### config.mk
export PLATFORM = sky130hd
export DESIGN_NAME = id_pipe_ctrl
export DESIGN_NICKNAME = d
export VERILOG_FILES = /design/src/rtl/id_pipe_ctrl_pkg.sv /design/src/rtl/id_pipe_ctrl_sat.sv /design/src/rtl/id_pipe_ctrl.sv
export SDC_FILE = /design/constraint.sdc
export NUM_CORES = 1
export LEC_CHECK = 0
export ABC_AREA = 1
export BUFFER_PORTS_ARGS = -buffer_cell sky130_fd_sc_hd__buf_4
export CAP_MARGIN = 20
export CORE_ASPECT_RATIO = 0.75
export CORE_MARGIN = 4
export CORE_UTILIZATION = 30
export DETAILED_ROUTE_END_ITERATION = 10
export PLACE_DENSITY = 0.56
export SLEW_MARGIN = 0
export SYNTH_ARGS = -nofsm -noshare
export SYNTH_HDL_FRONTEND = slang
export SYNTH_HIERARCHICAL = 1
export SYNTH_SLANG_ARGS = --single-unit
### constraint.sdc
create_clock -name clk -period 2.4 [get_ports clk]
set_input_delay 0.36 -clock clk [delete_from_list [all_inputs] [get_ports clk]]
set_output_delay 0.36 -clock clk [all_outputs]
set_load 0.005 [all_outputs]
### src/rtl/id_pipe_ctrl_pkg.sv
// Shared ID-stage control definitions: sequencer state encoding and watchdog default.
package id_pipe_ctrl_pkg;

  typedef enum logic [1:0] {
    RUN      = 2'd0,
    DH_STALL = 2'd1,
    WAIT_DS  = 2'd2
  } IdCtrlState_t;

  localparam int MAX_STALL_DEFAULT = 64;

endpackage

### src/rtl/id_pipe_ctrl_sat.sv
// Saturating up-counter with synchronous clear; clear wins over increment.
module sat_counter #(
  parameter int           W   = 8,
  parameter logic [W-1:0] MAX = '1
) (
  input  logic         i_clk,
  input  logic         i_resetn,
  input  logic         i_inc,
  input  logic         i_clr,
  output logic [W-1:0] o_count
);

  logic [W-1:0] r_count;

  always_ff @(posedge i_clk or negedge i_resetn) begin
    if (!i_resetn) begin
      r_count <= '0;
    end else if (i_clr) begin
      r_count <= '0;
    end else if (i_inc && (r_count != MAX)) begin
      r_count <= r_count + 1'b1;
    end
  end

  assign o_count = r_count;

endmodule

### src/rtl/id_pipe_ctrl.sv
// ID-stage sequencer: merges hazard stalls, cache freezes, exception flush and branch
// redirect into IF/ID/EXE pipeline-register controls, plus stall statistics and a hang watchdog.
module id_pipe_ctrl
  import id_pipe_ctrl_pkg::*;
#(
  parameter int CNT_W     = 32,
  parameter int MAX_STALL = MAX_STALL_DEFAULT
) (
  input  logic             clk,
  input  logic             resetn,
  input  logic             ex_dh_stall,
  input  logic             mem1_dh_stall,
  input  logic             mem2_dh_stall,
  input  logic             icache_busy,
  input  logic             dcache_busy,
  input  logic             exc_flush,
  input  logic             br_mispredict,
  input  logic             id_valid,
  input  logic             if_valid,
  output logic             if_wr,
  output logic             if_flush,
  output logic             id_wr,
  output logic             id_flush,
  output logic             id_diswr,
  output logic             exe_wr,
  output logic             redirect_go,
  output logic [CNT_W-1:0] dh_cycles,
  output logic [CNT_W-1:0] frz_cycles,
  output logic             hang_err,
  output IdCtrlState_t     dbg_state
);

  localparam int RUN_W = $clog2(MAX_STALL + 1);

  IdCtrlState_t r_state, w_next;
  logic         r_hang;
  logic         w_dh, w_frz;
  logic         w_dh_inc, w_frz_inc, w_run_inc, w_run_clr;
  logic [RUN_W-1:0] w_run_cnt;

  assign w_dh  = ex_dh_stall | mem1_dh_stall | mem2_dh_stall;
  assign w_frz = icache_busy | dcache_busy;

  always_ff @(posedge clk or negedge resetn) begin
    if (!resetn) begin
      r_state <= RUN;
      r_hang  <= 1'b0;
    end else begin
      r_state <= w_next;
      // Raise on the same edge the run counter lands on MAX_STALL.
      if (w_run_inc && (w_run_cnt >= RUN_W'(MAX_STALL - 1))) begin
        r_hang <= 1'b1;
      end
    end
  end

  always_comb begin
    w_next      = r_state;
    if_wr       = 1'b1;
    id_wr       = 1'b1;
    exe_wr      = 1'b1;
    if_flush    = 1'b0;
    id_flush    = 1'b0;
    id_diswr    = 1'b0;
    redirect_go = 1'b0;
    w_dh_inc    = 1'b0;
    w_frz_inc   = 1'b0;
    w_run_inc   = 1'b0;
    w_run_clr   = 1'b0;
    if (!resetn) begin
      if_wr    = 1'b0;
      id_wr    = 1'b0;
      exe_wr   = 1'b0;
      id_flush = 1'b1;
      id_diswr = 1'b1;
    end else if (exc_flush) begin
      if_flush  = 1'b1;
      id_flush  = 1'b1;
      id_diswr  = 1'b1;
      w_next    = RUN;
      w_run_clr = 1'b1;
    end else if (w_frz) begin
      if_wr     = 1'b0;
      id_wr     = 1'b0;
      exe_wr    = 1'b0;
      w_frz_inc = 1'b1;
    end else begin
      unique case (r_state)
        WAIT_DS: begin
          w_run_clr = 1'b1;
          if (if_valid) begin
            redirect_go = 1'b1;
            w_next      = RUN;
          end else begin
            id_diswr = 1'b1;
          end
        end
        // DH_STALL behaves as RUN with the stall re-evaluated every cycle.
        default: begin
          if (br_mispredict) begin
            w_run_clr = 1'b1;
            if (id_valid) begin
              redirect_go = 1'b1;
              if_flush    = 1'b1;
              w_next      = RUN;
            end else begin
              w_next = WAIT_DS;
            end
          end else if (w_dh) begin
            if_wr     = 1'b0;
            id_wr     = 1'b0;
            id_diswr  = 1'b1;
            w_dh_inc  = 1'b1;
            w_run_inc = 1'b1;
            w_next    = DH_STALL;
          end else begin
            w_run_clr = 1'b1;
            w_next    = RUN;
          end
        end
      endcase
    end
  end

  sat_counter #(.W(CNT_W)) u_dh_cnt (
    .i_clk(clk), .i_resetn(resetn), .i_inc(w_dh_inc), .i_clr(1'b0), .o_count(dh_cycles)
  );

  sat_counter #(.W(CNT_W)) u_frz_cnt (
    .i_clk(clk), .i_resetn(resetn), .i_inc(w_frz_inc), .i_clr(1'b0), .o_count(frz_cycles)
  );

  sat_counter #(.W(RUN_W), .MAX(RUN_W'(MAX_STALL))) u_run_cnt (
    .i_clk(clk), .i_resetn(resetn), .i_inc(w_run_inc), .i_clr(w_run_clr), .o_count(w_run_cnt)
  );

  assign hang_err  = r_hang;
  assign dbg_state = r_state;

endmodule

==> results of run 1 <==
## registers in the layout (all words and copies together), names as in the netlist
register	flops
hang_err	1
u_run_cnt/o_count	7
dbg_state	2
u_dh_cnt/o_count	32
u_frz_cnt/o_count	32
## cell families (layout without fill, tap and decap cells)
family	after synthesis	after routing
and+or+nand+nor	565	565
buffers and inverters	103	200
other	1	10
DFF	74	74
xor gates and xnor gates	18	18
adders and majority gates	4	4
AOI/OAI and AO/OA	46	46
## stage by stage
stage	instance area (sq um)	instances
finish	6540	1153
global route	6540	1153
CTS	6540	1153
detailed placement	6230	1137
global placement	6230	1137
floorplan	5330	820
## power by group through the flow
stage	combinational, uW	clock, uW	sequential (uW)
after CTS	198	1500	1270
final	201	1440	1270
after global placement	196	0	1290
after detailed placement	197	0	1290
after floorplan	125	0	1290
after global routing	227	1540	1270
## final timing paths
kind | from | to | slack (ns) | cells past startpoint
hold / removal | resetn | u_frz_cnt/o_count[23]$_DFFE_PN0P_ | 0.008 | 2
setup / recovery | u_frz_cnt/o_count[1]$_DFFE_PN0P_ | u_frz_cnt/o_count[30]$_DFFE_PN0P_ | 0.21 | 11
min in group clk | exc_flush | dbg_state[1]$_DFFE_PN0P_ | 0.31 | 4
hold reg to reg | hang_err$_DFFE_PN0P_ | hang_err$_DFFE_PN0P_ | 0.47 | 2
max in group asynchronous | resetn | u_dh_cnt/o_count[31]$_DFFE_PN0P_ | 1.33 | 3
setup reg to reg | u_frz_cnt/o_count[1]$_DFFE_PN0P_ | u_frz_cnt/o_count[30]$_DFFE_PN0P_ | 0.21 | 11
## cell usage in the layout (no fill, tap or decap), types with 2 or more instances in the layout
cell	Yosys	layout
nand2_8	2	2
conb_1	1	10
nor2_8	2	2
inv_6	0	2
inv_1	80	80
xnor2_1	8	8
nand3b_1	2	2
nor2_1	120	120
nand2_1	302	302
clkbuf_8	0	2
buf_4	1	97
nand2_4	9	9
ha_1	4	4
nand2_2	12	12
nor2_2	9	9
o21ai_0	11	11
nand4_1	19	19
xor2_1	10	10
nand3_2	2	2
a22oi_1	2	2
nand3_1	77	77
dfrtp_1	74	74
clkbuf_16	0	9
a21oi_1	10	10
or2_2	2	2
inv_2	5	5
nor2_4	6	6
o21ai_1	22	22
## per-layer routing
metal	wire [microns]	up-vias	part of all wire [%]	track usage, %
li1	-	2730	-	-
met1	8220	2349	53	25.3
met2	6050	168	39	21.9
met3	1210	11	7.7	4.33
met4	123	0	0.79	3.14
met5	0	-	0	0
## final cells by class
type                       count  area, sq um  area share (%)
clock buffer                  11          253            3.86
sequential                    74         1850            28.3
tap                          236          295            4.51
inverter                      87          345            5.28
multi-input combinational    643         3010            46.0
timing repair buffer          97          728            11.1
clock inverter                 5         60.1           0.918
==> results.ini, run 1 <==
[placed_design]
io_buffers = 84
hpwl_mm = 11.7
globalplace.congestion = 0.908
post-place-ws_ns = 0.261

[detailed_routing]
dr.first_iter.drc_count = 407
drc = 0
wirelength_mm = 15.6
wl_per_cell_microns = 13.5
firstDrtPassIters = 5
viasPerCell = 4.56
vias = 5258
ant_nets = 0

[setup_path]
endpoint_kind = flip-flop
critPathMaxFanout = 21
crit_family = simple AND/OR/NAND/NOR gates
start_kind = flip-flop
worstPathRequired_ns = 2.68
cp_num_buf_inv = 1
slowest_delay_ns = 0.44
cp_slowest_cell = dfrtp_1
crit_type = reg2reg
cp_common_cell = nand2_4
worstPathArrival_ns = 2.47
cp_cell_sequence = ha_1 -> nand2_2 -> nor2_4 -> nand2_4 -> nor2_8 -> nand2_4 -> nand2_8 -> nand2_4 -> inv_2 -> nand2_1 -> nand2_1

[synth]
synth-compound-area-share_pct = 4.49
synthMuxAreaShare_pct = 0
yosysWarningCount = 6
synth_top_area_share_pct = 34.9
avgSynthCellArea_sq_um = 6.54
synth_top_family_by_area = simple AND/OR/NAND/NOR gates
asyncSetResetFlopFracSynth_pct = 100
synthSimpleGateAreaFrac_pct = 47.7
synth_cells = 811
syn_area_sq_mm = 0.00530
synth_commonest_cells = 302 x nand2_1, 120 x nor2_1, 80 x inv_1, 77 x nand3_1, 74 x dfrtp_1
synth_ff_type = dfrtp_1
ys_ff_latch = 74
synth_cell_type_count = 34
synth.most_common_cell = nand2_1
synth_fa_ha_area_share_pct = 0.944
synth_edf_count = 0
synth_top_cells_by_area = dfrtp_1 35%, nand2_1 21%, nor2_1 8.5%
yosysSeqAreaShare_pct = 34.9
synth_largest_area_cell = dfrtp_1
synth-xor-area-share_pct = 2.97

[power]
netSwitchingFraction_pct = 24.9
seqPwrFrac_pct = 43.6
power_frac_comb_pct = 6.9
p_leak_uw = 0.00317
netSwitchingPower_uw = 725
cellInternalPower_uw = 2180
ir_drop_uv = 249
power_density_mw_per_mm2 = 444
finalPower_uw = 2910
power_frac_clock_pct = 49.5

[clocking]
cts_sinks = 74
cts_resized = 0
cts_tree = done
cts_made_buffers = 9
cts_root_buf = clkbuf_16
cts.clk_slew.worst_paths_ns = 0.07
clk_latency_ns = 0.35
cts_setup_buffers = 0
cts_hold_buf = 0
cts_buffer_depth = 2
ctsHtreeMaxLevel = 3

[floorplan]
die_area_sq_mm = 0.0199
start_util_pct = 31.0
io_pins = 85
core_area_sq_mm = 0.0171
fp.dieH_microns = 123
rows = 41
die_w_microns = 161

[timing]
finalWorstSetupSlack_ns = 0.209
finalCritPeriodShare_pct = 91.3
setup_tns_ns = 0
hold_violations = 0
min_period_ns = 2.19
worstMarginPinSlew_ns = 0.782
setup_violations = 0
fin_worst_skew_ns = 0.0100
max_freq_mhz = 456
rsz0062_at_grt = no
relSlewSlack_pct = 47.9
final-max-slew-violation-count = 0
whs_ns = 0.00849

[grt]
grt_pass1_wl_mm = 25.3
grt.overflow.total = 0
antenna_found_initial = 0
grt_pass1_vias = 4705
grt_max_degree = 60
grt.total_usage_pct = 16.1

[layout]
fillers = 1792
diodes = 0
final_core_util_pct = 38.3
area_growth_pct = 23.4
drive_gt1_share_pct = 18.0
fin_nets = 927

[outcome]
status = finished clean

[min_path]
min-delay-path-class = in2async

[flow_run]
maxCapViolCount = 0

Note: power is estimated with default switching activity, not from simulation.
==> run 2, diff against run 1 <==
==> constraint.sdc (replaced) <==
create_clock -name clk -period 2.4 [get_ports clk]
set_input_delay 0.48 -clock clk [delete_from_list [all_inputs] [get_ports clk]]
set_output_delay 0.48 -clock clk [all_outputs]
set_load 0.005 [all_outputs]
==> run 2 against run 1 <==
Non-clock buffer count shrank 4. Combinational power rose by 5%. Via count is 0.53% higher. Flip-flop and latch count unchanged. Clock skew decreased by 0.0011 ns. Critical path depth is the same. Sequential power about the same. Setup slack improved by 0.18 ns. First-iteration DRC count is 0.49% higher. Clock-buffer cell count is 1 lower. Critical endpoint is now u_frz_cnt/o_count[17]$_DFFE_PN0P_. Cell count decreased by 0.35%.
==> results.ini, run 2 (synthesized netlist as in run 1, its figures left out) <==
[setup_path]
cp_cell_sequence = ha_1 -> nand2_2 -> nor2_4 -> nand2_4 -> nor2_8 -> nand2_4 -> nand2_8 -> nand2_4 -> inv_2 -> nand2_1 -> nand2_1
start_kind = flip-flop
crit_family = simple AND/OR/NAND/NOR gates
worstPathArrival_ns = 2.29
endpoint_kind = flip-flop
cp_common_cell = nand2_4
worstPathRequired_ns = 2.68
critPathMaxFanout = 21
cp_slowest_cell = dfrtp_1
slowest_delay_ns = 0.42
cp_num_buf_inv = 1
crit_type = reg2reg

[timing]
setup_violations = 0
finalCritPeriodShare_pct = 83.7
min_period_ns = 2.01
rsz0062_at_grt = no
worstMarginPinSlew_ns = 0.572
hold_violations = 0
max_freq_mhz = 498
fin_worst_skew_ns = 0.00888
relSlewSlack_pct = 61.7
final-max-slew-violation-count = 0
setup_tns_ns = 0

[clocking]
cts_made_buffers = 9
cts_resized = 0
cts_sinks = 74
cts_root_buf = clkbuf_16
cts_setup_buffers = 0
ctsHtreeMaxLevel = 3
cts_buffer_depth = 2
clk_latency_ns = 0.35
cts_tree = done
cts.clk_slew.worst_paths_ns = 0.07
cts_hold_buf = 0

[power]
power_density_mw_per_mm2 = 486
power_frac_comb_pct = 6.6
netSwitchingFraction_pct = 22.8
p_leak_uw = 0.00319
netSwitchingPower_uw = 732
finalPower_uw = 3210
cellInternalPower_uw = 2480
power_frac_clock_pct = 53.9
ir_drop_uv = 259
seqPwrFrac_pct = 39.5

[detailed_routing]
viasPerCell = 4.60
firstDrtPassIters = 5
dr.first_iter.drc_count = 409
wl_met2_mm = 5.98
wl_met1_mm = 8.14
vias = 5286
wl_per_cell_microns = 13.5
drc = 0
topRoutingLayerUsed = met4
wirelength_mm = 15.5
ant_nets = 0
met3_length_mm = 1.27

[grt]
grt.overflow.total = 0
grt.total_usage_pct = 16.2
grt_pass1_vias = 4707
antenna_found_initial = 0
grt_max_degree = 75
grt_pass1_wl_mm = 25.4

[floorplan]
core_area_sq_mm = 0.0171
die_area_sq_mm = 0.0199
die_w_microns = 161
fp.dieH_microns = 123
io_pins = 85
rows = 41
start_util_pct = 31.0

[placed_design]
hpwl_mm = 11.5
io_buffers = 84
place_inst = 1132
globalplace.congestion = 0.914

[flow_run]
maxCapViolCount = 0

[layout]
fin_nets = 923
final_cell_mix = 302 x nand2_1, 120 x nor2_1, 92 x buf_4, 80 x inv_1, 77 x nand3_1
diodes = 0
area_growth_pct = 24.5
final_core_util_pct = 38.6
final_common_cell = nand2_1
post_layout_nonfiller_instances = 1149
drive_gt1_share_pct = 17.6

[outcome]
status = finished clean

[min_path]
min-delay-path-class = in2async

run 2: area by class of cell:
class                      instances  area [sq um]
multi-input combinational        643          3010
inverter                          87           345
fill                            1801         10500
sequential                        74          1850
clock inverter                     6           138
tap                              236           295
clock buffer                      10           239
timing repair buffer              93           718
run 2: power groups by stage:
stage          Combinational, uW  Sequential [uW]  Clock, uW
6_report                     212             1270       1730
5_1_grt                      239             1270       1840
4_1_cts                      201             1270       1790
3_5_place_dp                 200             1290          0
3_3_place_gp                 200             1290          0
2_1_floorplan                125             1290          0
run 2: through the flow:
| stage | cell area (sq um) | hold slack [ns] | setup WS (ns) |
|---|---|---|---|
| CTS | 6570 | 0.408 | 0.384 |
| detailed placement | 6190 | 0.461 | 0.387 |
| global route | 6600 | 0.164 | 0.210 |
| floorplan | 5330 | 0.184 | 0.605 |
| finish | 6600 | 0.148 | 0.391 |
| global placement | 6190 | 0.449 | 0.429 |
run 2: worst paths after layout:
kind | startpoint | endpoint | slack [ns] | cells past startpoint
worst min-delay path | resetn | u_frz_cnt/o_count[10]$_DFFE_PN0P_ | 0.15 | 2
worst min register to register | hang_err$_DFFE_PN0P_ | hang_err$_DFFE_PN0P_ | 0.47 | 2
worst max register to register | u_frz_cnt/o_count[1]$_DFFE_PN0P_ | u_frz_cnt/o_count[17]$_DFFE_PN0P_ | 0.39 | 11
worst max-delay path | u_frz_cnt/o_count[1]$_DFFE_PN0P_ | u_frz_cnt/o_count[17]$_DFFE_PN0P_ | 0.39 | 11
min in group clk | exc_flush | dbg_state[1]$_DFFE_PN0P_ | 0.42 | 4
max in group asynchronous | resetn | u_dh_cnt/o_count[5]$_DFFE_PN0P_ | 1.68 | 3
run 2: per-layer routing:
metal / track usage, % / up-vias
li1: - / 2729
met1: 25.2 / 2390
met2: 21.9 / 158
met3: 4.43 / 9
met4: 3.52 / 0
met5: 0 / -
==> run 3, diff against run 2 <==
--- a/config.mk
+++ b/config.mk
@@ -12,7 +12,7 @@
 export CORE_MARGIN = 4
 export CORE_UTILIZATION = 30
 export DETAILED_ROUTE_END_ITERATION = 10
-export PLACE_DENSITY = 0.56
+export PLACE_DENSITY = 0.57
 export SLEW_MARGIN = 0
 export SYNTH_ARGS = -nofsm -noshare
 export SYNTH_HDL_FRONTEND = slang
==> constraint.sdc (replaced) <==
create_clock -name clk -period 1.8 [get_ports clk]
set_input_delay 0.36 -clock clk [delete_from_list [all_inputs] [get_ports clk]]
set_output_delay 0.36 -clock clk [all_outputs]
set_load 0.005 [all_outputs]
==> run 3 against run 2 <==
Total power rose by 20%. Flip-flop and latch count did not move. First-iteration DRC count fell by 11%. Wire length rose by 4.6%. Design area rose by 9.8%. Die area did not move. Sequential share of layout area fell by 2.5 points. Sequential power rose by 33%. Largest cell class unchanged. Largest power group unchanged.
==> results.ini, run 3 (synthesized netlist as in run 1, its figures left out) <==
[grt]
grt.overflow.total = 0
grt_pass1_vias = 5192
grt_max_degree = 75
grt_pass1_wl_mm = 26.6
grt.total_usage_pct = 16.8
antenna_found_initial = 0

[timing]
setup_violations = 0
min_period_ns = 1.77
fin_worst_skew_ns = 0.00778
max_freq_mhz = 564
final-max-slew-violation-count = 0
finalCritPeriodShare_pct = 98.5
rsz0062_at_grt = yes
whs_ns = 0.105
setup_tns_ns = 0
hold_violations = 0

[layout]
seq_area_sq_mm = 0.00185
post_layout_nonfiller_instances = 1237
fin_nets = 1011
diodes = 0
multi_input_area_sq_mm = 0.00304
final_core_util_pct = 42.4
fillers = 1781
final_cell_mix = 298 x nand2_1, 173 x buf_4, 118 x nor2_1, 78 x inv_1, 77 x nand3_1
drive_gt1_share_pct = 25.9
final_common_cell = nand2_1
area_growth_pct = 36.6

[placed_design]
io_buffers = 84
hpwl_mm = 12.0
place_inst = 1204
globalplace.congestion = 0.890

[clocking]
cts_sinks = 74
cts_tree = done
cts_hold_buf = 0
cts.clk_slew.worst_paths_ns = 0.06
clk_latency_ns = 0.34
cts_root_buf = clkbuf_16
cts_buffer_depth = 2
cts_made_buffers = 9
ctsHtreeMaxLevel = 3

[detailed_routing]
wl_per_cell_microns = 13.1
vias = 5690
ant_nets = 0
dr.first_iter.drc_count = 362
drc = 0
firstDrtPassIters = 5
wirelength_mm = 16.2
viasPerCell = 4.60

[setup_path]
crit_start = dbg_state[0]$_DFFE_PN0P_
endpoint_kind = primary output
worstPathRequired_ns = 1.44
start_kind = flip-flop
cp_cell_sequence = inv_1 -> nand2_2 -> nand2_2 -> nor2_4 -> buf_6 -> nand2_2 -> nand2_2 -> inv_2 -> buf_6
cp_slowest_cell = dfrtp_1
crit_type = reg2out
slowest_delay_ns = 0.36
r2r-end = u_dh_cnt/o_count[18]$_DFFE_PN0P_
cp_common_cell = nand2_2
endpoint = if_wr
critPathMaxFanout = 3
reg2regPathDepth = 11
worstPathArrival_ns = 1.41
crit-reg2reg-launch = u_dh_cnt/o_count[1]$_DFFE_PN0P_
regToRegSetupSlack_ns = 0.11

[floorplan]
io_pins = 85
die_w_microns = 161
core_area_sq_mm = 0.0171
rows = 41
fp.dieH_microns = 123
start_util_pct = 31.0
die_area_sq_mm = 0.0199

[power]
power_density_mw_per_mm2 = 534
ir_drop_uv = 390
p_leak_uw = 0.00361

[min_path]
min-delay-path-class = in2async

[outcome]
status = finished clean

[flow_run]
maxCapViolCount = 0

[run 3: changes by cell type in the layout (fill, tap and decap cells not counted), sizes merged]
cell,delta
clkinv,+1
buf,+88
inv,+2
clkbuf,+1
bufinv,-4
[run 3: how the worst min path moves through the flow]
stage,from,endpoint,cells past startpoint
final,resetn,hang_err$_DFFE_PN0P_,2
after global routing,resetn,hang_err$_DFFE_PN0P_,2
after CTS,icache_busy,dbg_state[0]$_DFFE_PN0P_,4
after detailed placement,hang_err$_DFFE_PN0P_,hang_err$_DFFE_PN0P_,2
after global placement,hang_err$_DFFE_PN0P_,hang_err$_DFFE_PN0P_,2
after floorplan,resetn,dbg_state[0]$_DFFE_PN0P_,0
[run 3: metrics by stage]
step	power [uW]	setup WS [ns]	area, sq um
detailed placement	2010	-0.0242	6750
global route	4020	-0.0499	7240
global placement	2010	0.00793	6750
CTS	3880	0.00609	7080
finish	3870	0.0267	7240
floorplan	1880	0.0847	5330
[run 3: critical path: cells and delay by family (launching register included)]
kind / cells / cell delay (ns)
buf+inv: 4 / 0.33
flops: 1 / 0.36
simple gates: 5 / 0.38
[run 3: layout make-up]
cell class | count | area share, %
repair buffers | 181 | 19.4
clock inverters | 5 | 0.743
clock buffers | 11 | 3.35
inverters | 87 | 4.79
flip-flops and latches | 74 | 25.6
well taps | 236 | 4.08
multi-input cells | 643 | 42.0
[run 3: layer usage]
metal,vias up,GRT usage (%),routed length [microns]
met1,2587,25.8,8460
li1,2896,-,-
met4,0,4.16,219
met5,-,0,0
met3,16,3.97,1140
met2,191,23.5,6390
[run 3: report_power, final]
part / internal [uW] / leakage, uW / switching, uW / total [uW]
sequential: 1670 / 0.00103 / 12.3 / 1690
clock: 1110 / 0.000149 / 735 / 1840
combinational: 125 / 0.00244 / 212 / 337
total: 2910 / 0.00361 / 959 / 3870
[run 3: timing repair]
item,4_1_cts,5_1_grt
pin swaps,1,8
buffers inserted,4,11
resized for setup,3,22
gates cloned,0,1
endpoints found under the setup margin,3,57
